===== src/rtl/pipe_stage_skid.sv =====
// rtl/pipe_stage_skid.sv - valid/ready pipeline register with 2-entry skid buffer and flush
// Optional backpressure counter enabled by defining PIPE_STALL_CNT_EN.
module pipe_stage_skid #(
   parameter int WIDTH = 32,
   parameter int NCH   = 2
`ifdef PIPE_STALL_CNT_EN
  ,parameter int CNT_W = 16
`endif
) (
   input  logic                   clk,
   input  logic                   rst,
   input  logic                   flush,
   input  logic                   in_valid,
   output logic                   in_ready,
   input  logic [NCH*WIDTH-1:0]   in_data,
   output logic                   out_valid,
   input  logic                   out_ready,
   output logic [NCH*WIDTH-1:0]   out_data,
   output logic [1:0]             occupancy
`ifdef PIPE_STALL_CNT_EN
  ,output logic [CNT_W-1:0]       stall_cnt
`endif
);

   localparam int DW = NCH * WIDTH;

   logic          m_v_q, m_v_d;
   logic          s_v_q, s_v_d;
   logic [DW-1:0] m_data_q, m_data_d;
   logic [DW-1:0] s_data_q, s_data_d;
   logic          in_ready_q;
   logic [1:0]    occ_q;
   logic          in_fire;

   assign in_fire = in_valid & in_ready_q;

   always_comb begin
      m_v_d    = m_v_q;
      s_v_d    = s_v_q;
      m_data_d = m_data_q;
      s_data_d = s_data_q;
      if (flush) begin
         // Data registers keep stale contents; only the valid bits are squashed.
         m_v_d = 1'b0;
         s_v_d = 1'b0;
      end else if (!m_v_q || out_ready) begin
         if (s_v_q) begin
            m_data_d = s_data_q;
            m_v_d    = 1'b1;
            if (in_fire) begin
               s_data_d = in_data;
            end else begin
               s_v_d = 1'b0;
            end
         end else if (in_fire) begin
            m_data_d = in_data;
            m_v_d    = 1'b1;
         end else begin
            m_v_d = 1'b0;
         end
      end else if (in_fire) begin
         s_data_d = in_data;
         s_v_d    = 1'b1;
      end
   end

   // in_ready and occupancy are registered from next-state so every output is a flop.
   always_ff @(posedge clk) begin
      if (rst) begin
         m_v_q      <= 1'b0;
         s_v_q      <= 1'b0;
         m_data_q   <= '0;
         s_data_q   <= '0;
         in_ready_q <= 1'b1;
         occ_q      <= 2'd0;
      end else begin
         m_v_q      <= m_v_d;
         s_v_q      <= s_v_d;
         m_data_q   <= m_data_d;
         s_data_q   <= s_data_d;
         in_ready_q <= !s_v_d;
         occ_q      <= {1'b0, m_v_d} + {1'b0, s_v_d};
      end
   end

   assign out_valid = m_v_q;
   assign out_data  = m_data_q;
   assign in_ready  = in_ready_q;
   assign occupancy = occ_q;

`ifdef PIPE_STALL_CNT_EN
   logic [CNT_W-1:0] stall_q;

   // Saturating count of cycles the head entry waits on downstream; flush leaves it alone.
   always_ff @(posedge clk) begin
      if (rst) begin
         stall_q <= '0;
      end else if (m_v_q && !out_ready && (stall_q != {CNT_W{1'b1}})) begin
         stall_q <= stall_q + CNT_W'(1);
      end
   end

   assign stall_cnt = stall_q;
`endif

endmodule

===== config.mk =====
export PLATFORM = sky130hd
export DESIGN_NAME = pipe_stage_skid
export DESIGN_NICKNAME = d
export VERILOG_FILES = /design/src/rtl/pipe_stage_skid.sv
export SDC_FILE = /design/constraint.sdc
export NUM_CORES = 1
export LEC_CHECK = 0
export BUFFER_PORTS_ARGS = -buffer_cell sky130_fd_sc_hd__buf_2
export CORE_MARGIN = 4
export CORE_UTILIZATION = 50
export CTS_BUF_LIST = sky130_fd_sc_hd__clkbuf_4 sky130_fd_sc_hd__clkbuf_8 sky130_fd_sc_hd__clkbuf_16
export CTS_CLUSTER_DIAMETER = 200
export DETAILED_ROUTE_END_ITERATION = 8
export PLACE_DENSITY = 0.74
export SLEW_MARGIN = 20
export SYNTH_ARGS = -nofsm -noshare
export SYNTH_HDL_FRONTEND = slang
export SYNTH_SLANG_ARGS = --single-unit

===== constraint.sdc =====
create_clock -name clk -period 1.7 [get_ports clk]
set_input_delay 0.17 -clock clk [delete_from_list [all_inputs] [get_ports clk]]
set_output_delay 0.17 -clock clk [all_outputs]
set_load 0.02 [all_outputs]

==> summary by stage <==
Clock network
The hold buffer count at CTS is 0. The clock transition at the registers of the reported paths is roughly 0.06 ns. The cell chosen for the clock root is sky130_fd_sc_hd__clkbuf_16. The clock latency at the later pin of the worst-skew pair is 0.42 ns.

The clock tree from TritonCTS is yes. The buffer levels on the longest clock path is 2. Gates resized during post-CTS repair numbered 0. CTS built an H-tree with a depth of 4. Post-CTS timing repair inserted 0 buffers for setup. The tree built by TritonCTS fans out to 133 sinks.

The total clock buffers created by CTS is 17.

STA
The final clock skew is 0.00590 ns. The max-slew violation count is 0. The total negative setup slack is 0 ns. The routed design could run at a clock period as short as approximately 1.6 ns.

Setup repair after global routing left no endpoint under its margin. The share of the clock period used by the worst path is between 90% and 100%. Timing would allow up to 640 MHz.

Measured against its own limit, the worst slew margin works out to slightly below 60%. Setup violations remaining at the end of the flow were counted as 0. The transition at the pin with the smallest max-transition slack is 0.631 ns. The count of endpoints failing hold in the final timing report is 0.

Worst hold path
The path class of the tightest hold or removal check is input port to flip-flop. Along the worst hold path, the cell count comes to 3.

Job
Across the run, the number of max-cap violations was 0.

Placed design
The count of buffers added on input and output ports is 136. The final HPWL from detailed placement is 10800 um. The final RePlAce weighted congestion is 0.752.

Die
The number of top-level design ports is roughly 140. Once the floorplan was initialized, standard cells occupied 50.7% of the core. Measured along the x axis, the die boundary spans between 100 and 150 um. The y dimension of the die is ~120 um. In this run the standard cell core region covers 0.0132 sq mm. In this run the core area contains between 40 and 50 standard-cell rows.

The area of the die is 0.0153 sq mm.

Cells and area
The ratio of cells with drive above 1 in the final layout is about a third. The area added between synthesis and finish is 21.8%. The net count of the finished layout is 841. The area taken by flip-flops and latches is 0.00267 sq mm. In the layout the commonest cells are sky130_fd_sc_hd__buf_2, sky130_fd_sc_hd__dfxtp_1, sky130_fd_sc_hd__nand2b_1. The filler cell count is 1122.

The most common cell after layout, fill and taps aside is sky130_fd_sc_hd__buf_2. The multi-input combinational cells in the finished layout cover a total of between 0.003 and 0.004 sq mm. 0 antenna diodes ended up in the layout.

Critical path
The kind of end point of the critical path is a flip-flop. On the worst path, the slowest cell contributes a delay of 0.41 ns. STA classifies the critical path startpoint as a flip-flop. The largest individual stage delay along the critical path comes from the cell sky130_fd_sc_hd__maj3_1. Along the worst path, the maximum fanout reaches 3. The endpoint of the most critical setup path is occupancy[0]$_SDFF_PP0_. The critical register-to-register path endpoint is occupancy[0]$_SDFF_PP0_.

At the worst endpoint, the required time is 1.99 ns. The beginning of the worst register-to-register path is out_valid$_SDFF_PP0_. The critical path is of the flip-flop to flip-flop type.

The worst register-to-register path has a depth of 5. For the worst setup path, the data arrival time is approximately 1.9 ns. The setup check on the worst reg-to-reg path leaves a slack of 0.14 ns.

The critical path goes through nand2b_1, maj3_1, nor2_1, ha_1, nor2b_1. The critical path starts at out_valid$_SDFF_PP0_.

Yosys
The cell count after synthesis is 662. The synthesized flop and latch total is 133. The number of synthesis warnings is 0. The total nets after synthesis is approximately 730.

The post-synthesis share of cell area spent on and, or, nand and nor gates is 18.8%. The mux share of post-synthesis cell area is 20.3%. Summing the areas of all compound-gate instances in the mapped netlist gives 11.9% of the synthesized area. In this run, distinct cell masters in the synthesized netlist total 21. Yosys attributes the largest share of cell area to sky130_fd_sc_hd__dfxtp_1, sky130_fd_sc_hd__nand2b_1, sky130_fd_sc_hd__a211oi_2. The mean instance size in the synthesized netlist is 10.1 sq um. The synthesized netlist devotes 0% of its cell area to XOR and XNOR gates. After Yosys synthesis, full adders, half adders and majority gates account for less than 1% of the synthesized area. The combinational family with the most area after synthesis is multiplexers. Of the synthesized area, sequential elements account for 39.8%. The mapped netlist covers 0.00669 sq mm. The share of the synthesized area in the top cell type is 39.8%. The most area-hungry cell type in the Yosys netlist is sky130_fd_sc_hd__dfxtp_1.

Drt
The top layer used by detailed routing is met4. The via count is 5185. The detail route stage leaves a number of antenna-violating nets equal to 0. The total DRC errors in the routed layout is 0. The routed length on met2 is 7540 um.

After detailed routing, the number of vias per cell comes to 5.40. For this run, the detailed router's first-pass iteration total came to 4. The final wirelength is ~16000 um. Wire segments on met3 add up to ~970 um in the final route.

The mean routed wirelength per cell is 16.8 um. The sum of routed wire segments on met1 is 7220 um. The DRC violation total after the first TritonRoute iteration is 319.

Power
The total design power is 8.07 mW. The largest vdd supply drop is 0.000547 V. The cell leakage power is around 3 nW. The power per standard cell area is 990 mW/mm^2.

Run status
The flow ran to the end, and the final reports show no timing, DRC or antenna violations.

Global route
For this run the aggregate overflow at the end of global routing stands at 0. The wire length of the first global-routing pass is 26300 um. For this run, the total global-route usage over all layers was measured as 21.7%. The number of antenna violations at the first check in global routing is 0.

The number of global-route vias before repair is approximately 5400. Entering global routing, the biggest net connects 62 pins.
-- flip-flops by register name (all words and copies together), names as in the netlist --
| signal | cells |
|---|---|
| out_valid | 1 |
| s_v_q | 1 |
| out_data | 64 |
| s_data_q | 64 |
| in_ready | 1 |
| occupancy | 2 |
-- worst max-delay path: cells and delay by family, from the launching register on --
family                   cells  cell delay, ns
adder cells (fa/ha/maj)      2            0.64
AND/OR/NAND/NOR              3            0.43
flip-flops                   1            0.37
-- layer usage --
metal / global-route usage, % / up-vias
met3: 5.72 / 31
met2: 35.1 / 143
li1: - / 2501
met5: 0 / -
met4: 9.62 / 0
met1: 27.2 / 2510
-- synth_stat cells --
cell type / instances
sky130_fd_sc_hd__nor2_1: 1
sky130_fd_sc_hd__maj3_1: 1
sky130_fd_sc_hd__clkbuf_1: 33
sky130_fd_sc_hd__dfxtp_1: 133
sky130_fd_sc_hd__mux2i_1: 64
sky130_fd_sc_hd__nor4_1: 64
sky130_fd_sc_hd__buf_6: 7
sky130_fd_sc_hd__nor3_1: 1
sky130_fd_sc_hd__nand2_1: 1
sky130_fd_sc_hd__mux2_1: 64
sky130_fd_sc_hd__or3_1: 2
sky130_fd_sc_hd__ha_1: 1
sky130_fd_sc_hd__buf_1: 2
sky130_fd_sc_hd__a211oi_2: 60
sky130_fd_sc_hd__a21oi_1: 2
sky130_fd_sc_hd__nor2b_1: 4
sky130_fd_sc_hd__inv_1: 65
sky130_fd_sc_hd__nand2b_1: 129
sky130_fd_sc_hd__buf_2: 15
sky130_fd_sc_hd__buf_4: 8
sky130_fd_sc_hd__a211oi_1: 5
-- power by group --
group / internal [mW] / switching, mW
Sequential: 3.24 / 0.0698
Clock: 2.42 / 1.33
Combinational: 0.419 / 0.588
Total: 6.08 / 1.99
-- stage by stage --
| stage | std cells | hold slack [ns] | utilization, % | instance area [sq um] | worst slack (ns) |
|---|---|---|---|---|---|
| after floorplan | 662 | 0.325 | - | 6690 | 0.217 |
| after global placement | 928 | 0.440 | 57.1 | 7540 | 0.203 |
| after detailed placement | 928 | 0.446 | 57.1 | 7540 | 0.147 |
| after CTS | 960 | 0.00529 | 61.8 | 8150 | 0.139 |
| after global routing | 960 | 0.0231 | 61.8 | 8150 | 0.0347 |
| final | 960 | 0.0241 | 61.8 | 8150 | 0.137 |
-- how the worst min path moves through the flow --
| stage | startpoint | end | slack [ns] |
|---|---|---|---|
| 2_1_floorplan | in_data[0] | s_data_q[0]$_SDFFE_PP0P_ | 0.32 |
| 5_1_grt | in_data[16] | s_data_q[16]$_SDFFE_PP0P_ | 0.02 |
| 6_report | in_data[13] | s_data_q[13]$_SDFFE_PP0P_ | 0.02 |
| 3_5_place_dp | out_data[39]$_SDFFE_PP0P_ | out_data[39]$_SDFFE_PP0P_ | 0.45 |
| 3_3_place_gp | in_data[17] | s_data_q[17]$_SDFFE_PP0P_ | 0.44 |
| 4_1_cts | in_data[13] | s_data_q[13]$_SDFFE_PP0P_ | 0.005 |
-- area by class of cell --
type                    instances  share of cell area [%]
multi-input cells             399                    42.6
flip-flops and latches        133                    32.7
repair buffers                155                    11.4
clock buffers                  25                    6.42
inverters                      65                    2.99
well taps                     176                    2.70
clock inverters                 7                    1.14
-- cell families (layout without fill, tap and decap cells) --
group	Yosys count	count (layout)
buf+inv	130	252
fa+ha+maj	2	2
mux	128	128
simple gates	202	202
flops	133	133
compound gates	67	67
(Power assumes the default switching activity.)
